==> src/rtl/demux_stream.sv <==
// Two-way stream demultiplexer: steers each accepted word to port A or B, each with a 2-entry FIFO.
// Optional per-port delivery counters are built when DEMUX_STREAM_CNT_EN is defined.
module demux_stream #(
    parameter int unsigned WIDTH = 9
) (
    input  logic             clk,
    input  logic             rst_n,
    input  logic [WIDTH-1:0] in_data,
    input  logic             in_sel,
    input  logic             in_valid,
    output logic             in_ready,
    output logic [WIDTH-1:0] a_data,
    output logic             a_valid,
    input  logic             a_ready,
    output logic [WIDTH-1:0] b_data,
    output logic             b_valid,
    input  logic             b_ready,
    output logic [7:0]       a_cnt,
    output logic [7:0]       b_cnt
);

    localparam int unsigned NPORT = 2;
    localparam int unsigned DEPTH = 2;
    localparam int unsigned CNT_W = 8;

    logic [NPORT-1:0]            full;
    logic [NPORT-1:0]            nonempty;
    logic [NPORT-1:0]            out_ready;
    logic [NPORT-1:0]            push;
    logic [NPORT-1:0]            pop;
    logic [NPORT-1:0][WIDTH-1:0] head;
    logic [NPORT-1:0][CNT_W-1:0] cnt;

    assign out_ready = {b_ready, a_ready};

    // Only registered full flags feed in_ready; a same-cycle pop never frees a full FIFO.
    assign in_ready = in_sel ? !full[1] : !full[0];

    for (genvar p = 0; p < NPORT; p++) begin : g_port
        logic [1:0]       count_q, count_d;
        logic             wr_ptr_q, wr_ptr_d;
        logic             rd_ptr_q, rd_ptr_d;
        logic [WIDTH-1:0] mem_q [DEPTH];

        assign push[p]     = in_valid && in_ready && (in_sel == 1'(p));
        assign pop[p]      = nonempty[p] && out_ready[p];
        assign full[p]     = (count_q == 2'd2);
        assign nonempty[p] = (count_q != 2'd0);
        assign head[p]     = mem_q[rd_ptr_q];

        // Pointer and occupancy update.
        always_comb begin
            count_d  = count_q;
            wr_ptr_d = wr_ptr_q;
            rd_ptr_d = rd_ptr_q;
            if (push[p]) wr_ptr_d = !wr_ptr_q;
            if (pop[p])  rd_ptr_d = !rd_ptr_q;
            case ({push[p], pop[p]})
                2'b10:   count_d = count_q + 2'd1;
                2'b01:   count_d = count_q - 2'd1;
                default: count_d = count_q;
            endcase
        end

        always_ff @(posedge clk or negedge rst_n) begin
            if (!rst_n) begin
                count_q  <= 2'd0;
                wr_ptr_q <= 1'b0;
                rd_ptr_q <= 1'b0;
                mem_q[0] <= '0;
                mem_q[1] <= '0;
            end else begin
                count_q  <= count_d;
                wr_ptr_q <= wr_ptr_d;
                rd_ptr_q <= rd_ptr_d;
                if (push[p]) mem_q[wr_ptr_q] <= in_data;
            end
        end

`ifdef DEMUX_STREAM_CNT_EN
        logic [CNT_W-1:0] cnt_q, cnt_d;

        // Delivered-word counter, wraps naturally at 2**CNT_W.
        assign cnt_d = pop[p] ? cnt_q + CNT_W'(1) : cnt_q;

        always_ff @(posedge clk or negedge rst_n) begin
            if (!rst_n) cnt_q <= '0;
            else        cnt_q <= cnt_d;
        end

        assign cnt[p] = cnt_q;
`else
        assign cnt[p] = '0;
`endif
    end

    assign a_data  = head[0];
    assign a_valid = nonempty[0];
    assign a_cnt   = cnt[0];
    assign b_data  = head[1];
    assign b_valid = nonempty[1];
    assign b_cnt   = cnt[1];

endmodule
==> config.mk <==
export PLATFORM = sky130hd
export DESIGN_NAME = demux_stream
export DESIGN_NICKNAME = d
export VERILOG_FILES = /design/src/rtl/demux_stream.sv
export SDC_FILE = /design/constraint.sdc
export NUM_CORES = 1
export LEC_CHECK = 0
export CORE_MARGIN = 2
export CORE_UTILIZATION = 50
export CTS_CLUSTER_SIZE = 24
export DETAILED_ROUTE_END_ITERATION = 10
export HOLD_SLACK_MARGIN = 0.1
export PLACE_DENSITY = 0.81
export SLEW_MARGIN = 20
export SYNTH_ARGS = -nofsm -noshare
export SYNTH_HDL_FRONTEND = slang
export SYNTH_SLANG_ARGS = --single-unit
==> constraint.sdc <==
create_clock -name clk -period 4.2 [get_ports clk]
set_input_delay 0.84 -clock clk [delete_from_list [all_inputs] [get_ports clk]]
set_output_delay 0.84 -clock clk [all_outputs]
set_load 0.05 [all_outputs]
==> impl_results.md <==
* Hold_buf cts at 0
* Sequential share of the synthesized area at 52.23%
* Syn Area/Cell at 14.15 sq um
* Post-Synthesis Cells at 149
* CP endpoint: in_ready
* Primary FF master, synth: dfrtp_1
* Hold WC Path Type: reg2reg
* Max Freq at 0.3018 GHz
* WL/cell at 16.12 um
* GR Util All Layers at 18.65%
* Largest net degree at the start of global routing at 45
* Max incr delay on CP at 0.81 ns
* Die Y at 68.94 um
* RePlAce Congestion at 0.7102
* GRT Residual Overflow at 0
* CTS clock-pin slew for the worst setup and hold paths at 0.08 ns
* Post-synthesis sequential element count at 44
* RSZ-0062 raised after global routing: no
* DRC Markers at 0
* Final HPWL DP at 2.665 mm
* DR iter-0 viols at 24
* Row count at 23
* Maxcap violations at 0
* Synth Cell Area at 2108 sq um
* Crit Path Max Fanout at 8
* Critical R2R Capture: g_port[0].count_q[1]$_DFFE_PN0P_
* Reg2reg path depth at 5
* Post-route cell area at 2520 sq um
* Period utilization at 78.90%
* Startpoint class of the critical path: primary input
* IO Count at 52
* N_diodes at 0
* Layout fillers at 315
* Die area at 4752 sq um
* Die Width at 68.94 um
* Slew headroom at 36.95%
* Post-Route WL at 3.821 mm
* Vias in the first global route at 1256
* Post-CTS Setup Bufs at 0
* Crit Path Category: in2out
* Outcome: complete, no violations
* TritonCTS Buffers at 5
* Initial Util at 52.33%
* Layout cell share with drive strength beyond 1 at 34.76%
* CP arrival at 2.47 ns
* Crit path capture type: output pin
* Async set or reset register ratio after synthesis at 100.0%
* Port Buffers at 35
* Layout Skew at 0.006466 ns
* CP Cell Sequence: clkdlybuf4s50_1 -> nor2_1 -> a21oi_1 -> clkdlybuf4s50_1
* Fin. Hold Viols at 0
* H-tree depth at 2
* Crit path from: in_sel
* Global-route wire length before repair at 6.141 mm
* Worst hold slack at 0.4893 ns
* Slowest-stage cell, CP: clkdlybuf4s50_1
* Core region area at 4029 sq um
* Final min period at 3.314 ns
* Most used cell, CP: clkdlybuf4s50_1
* First-pass DRT Iterations at 2
* Count of flip-flops with a built-in enable after synthesis at 0
* Vias/cell at 5.038
* Layout area overhead at 19.53%
* Setup-violating endpoint count in the final report at 0
* Final TNS setup at 0 ns
* CTS Root Cell: clkbuf_8
* Yosys cell types at 23
* Routed vias at 1194
* Clock latency on the worst-skew pair at 0.29 ns
* Initial antenna violation count at 0
* Worst slew pin tran at 0.9457 ns
* PostCTS Resize Cnt at 0
* R2r startpoint: g_port[0].count_q[1]$_DFFE_PN0P_
* Final max-slew violation count at 0
* Final net count at 203
* Post-DRT Antenna Nets at 0
* Clock sinks at 44
* Reg2Reg Setup Slack at 2.54 ns
* YS warnings at 0
* Critical Path RT at 3.36 ns
* CTS tree: yes
* Clock Path Buffers at 2
* Post-DP Area at 2430 sq um
synthesized netlist by cell type, drive strengths merged (2+ instances only):
master  count  share of area [%]
mux2       54                 29
xor2        4                1.7
and2        2               0.59
or2         2               0.59
nand2b      2               0.95
nor2        3               0.53
buf        20                6.8
dfrtp      44                 52
ha          2                1.2
xnor2       6                2.5
critical path, delay by kind of cell:
kind / cells / cell delay, ns
compound gates: 1 / 0.12
buf+inv: 2 / 1.41
simple gates: 1 / 0.10
kinds of logic after synthesis:
group | share of synthesized area, %
buf+inv | 6.765
mux | 28.84
fa+ha+maj | 1.187
flops | 52.23
other cells | 0.1779
compound gates | 0.2372
simple gates | 6.409
xor+xnor | 4.154
routing by layer:
layer	vias up	part of all wire [%]	wire length, um	global-route usage, %
li1	561	-	-	-
met1	594	40	1545	22.60
met2	32	54	2064	32.33
met3	7	4.2	162	5.032
met4	0	1.3	48	5.882
met5	-	0	0	0
placed cells by master (no fill, tap or decap):
cell type	netlist	routed
mux2_1	2	2
clkbuf_8	0	6
nor2b_1	1	1
nand3_1	1	1
nor2_1	3	3
or2_2	2	2
nand2_1	1	1
nand4b_2	1	1
a21oi_1	1	1
xor2_1	4	4
clkdlybuf4s50_1	0	34
conb_1	1	16
nand2b_4	1	1
mux2_2	52	52
buf_2	3	1
nand4_2	1	1
and2_1	2	2
and4bb_1	1	1
xnor2_1	6	6
clkbuf_1	0	2
dfrtp_1	44	44
ha_1	2	2
nor3_4	1	1
nand3b_1	1	1
nand2b_1	1	1
stage by stage:
step / std cells / worst slack [ns] / utilization, %
floorplan: 164 / 1.565 / -
CTS: 237 / 0.8844 / 62.55
global placement: 229 / 0.9356 / 60.31
detailed placement: 229 / 0.8887 / 60.31
global route: 237 / 0.8056 / 62.55
finish: 237 / 0.8863 / 62.55
sequential cells by signal, summed over array words and instances (netlist names):
register / flops
g_port.rd_ptr_q: 2
g_port.count_q: 4
g_port.mem_q: 36
g_port.wr_ptr_q: 2
final cells by class:
cell class	instances	area [sq um]	area share (%)
clock buffers	8	90.09	3.575
multi-input cells	100	920.9	36.54
flip-flops and latches	44	1101	43.69
well taps	50	62.56	2.483
repair buffers	35	345.3	13.70
worst min-delay path by stage:
stage / startpoint / endpoint / slack [ns] / cells after the start
detailed placement: g_port[1].mem_q[16]$_DFFE_PN0P_ / g_port[1].mem_q[16]$_DFFE_PN0P_ / 0.48 / 1
global placement: g_port[0].mem_q[12]$_DFFE_PN0P_ / g_port[0].mem_q[12]$_DFFE_PN0P_ / 0.46 / 1
floorplan: g_port[0].mem_q[12]$_DFFE_PN0P_ / g_port[0].mem_q[12]$_DFFE_PN0P_ / 0.45 / 1
global route: g_port[0].mem_q[17]$_DFFE_PN0P_ / g_port[0].mem_q[17]$_DFFE_PN0P_ / 0.52 / 1
finish: g_port[1].mem_q[16]$_DFFE_PN0P_ / g_port[1].mem_q[16]$_DFFE_PN0P_ / 0.49 / 1
CTS: g_port[1].mem_q[16]$_DFFE_PN0P_ / g_port[1].mem_q[16]$_DFFE_PN0P_ / 0.49 / 1
Power is not shown: default switching activity piles up to over one toggle a cycle in this logic, so the estimate is an artifact.
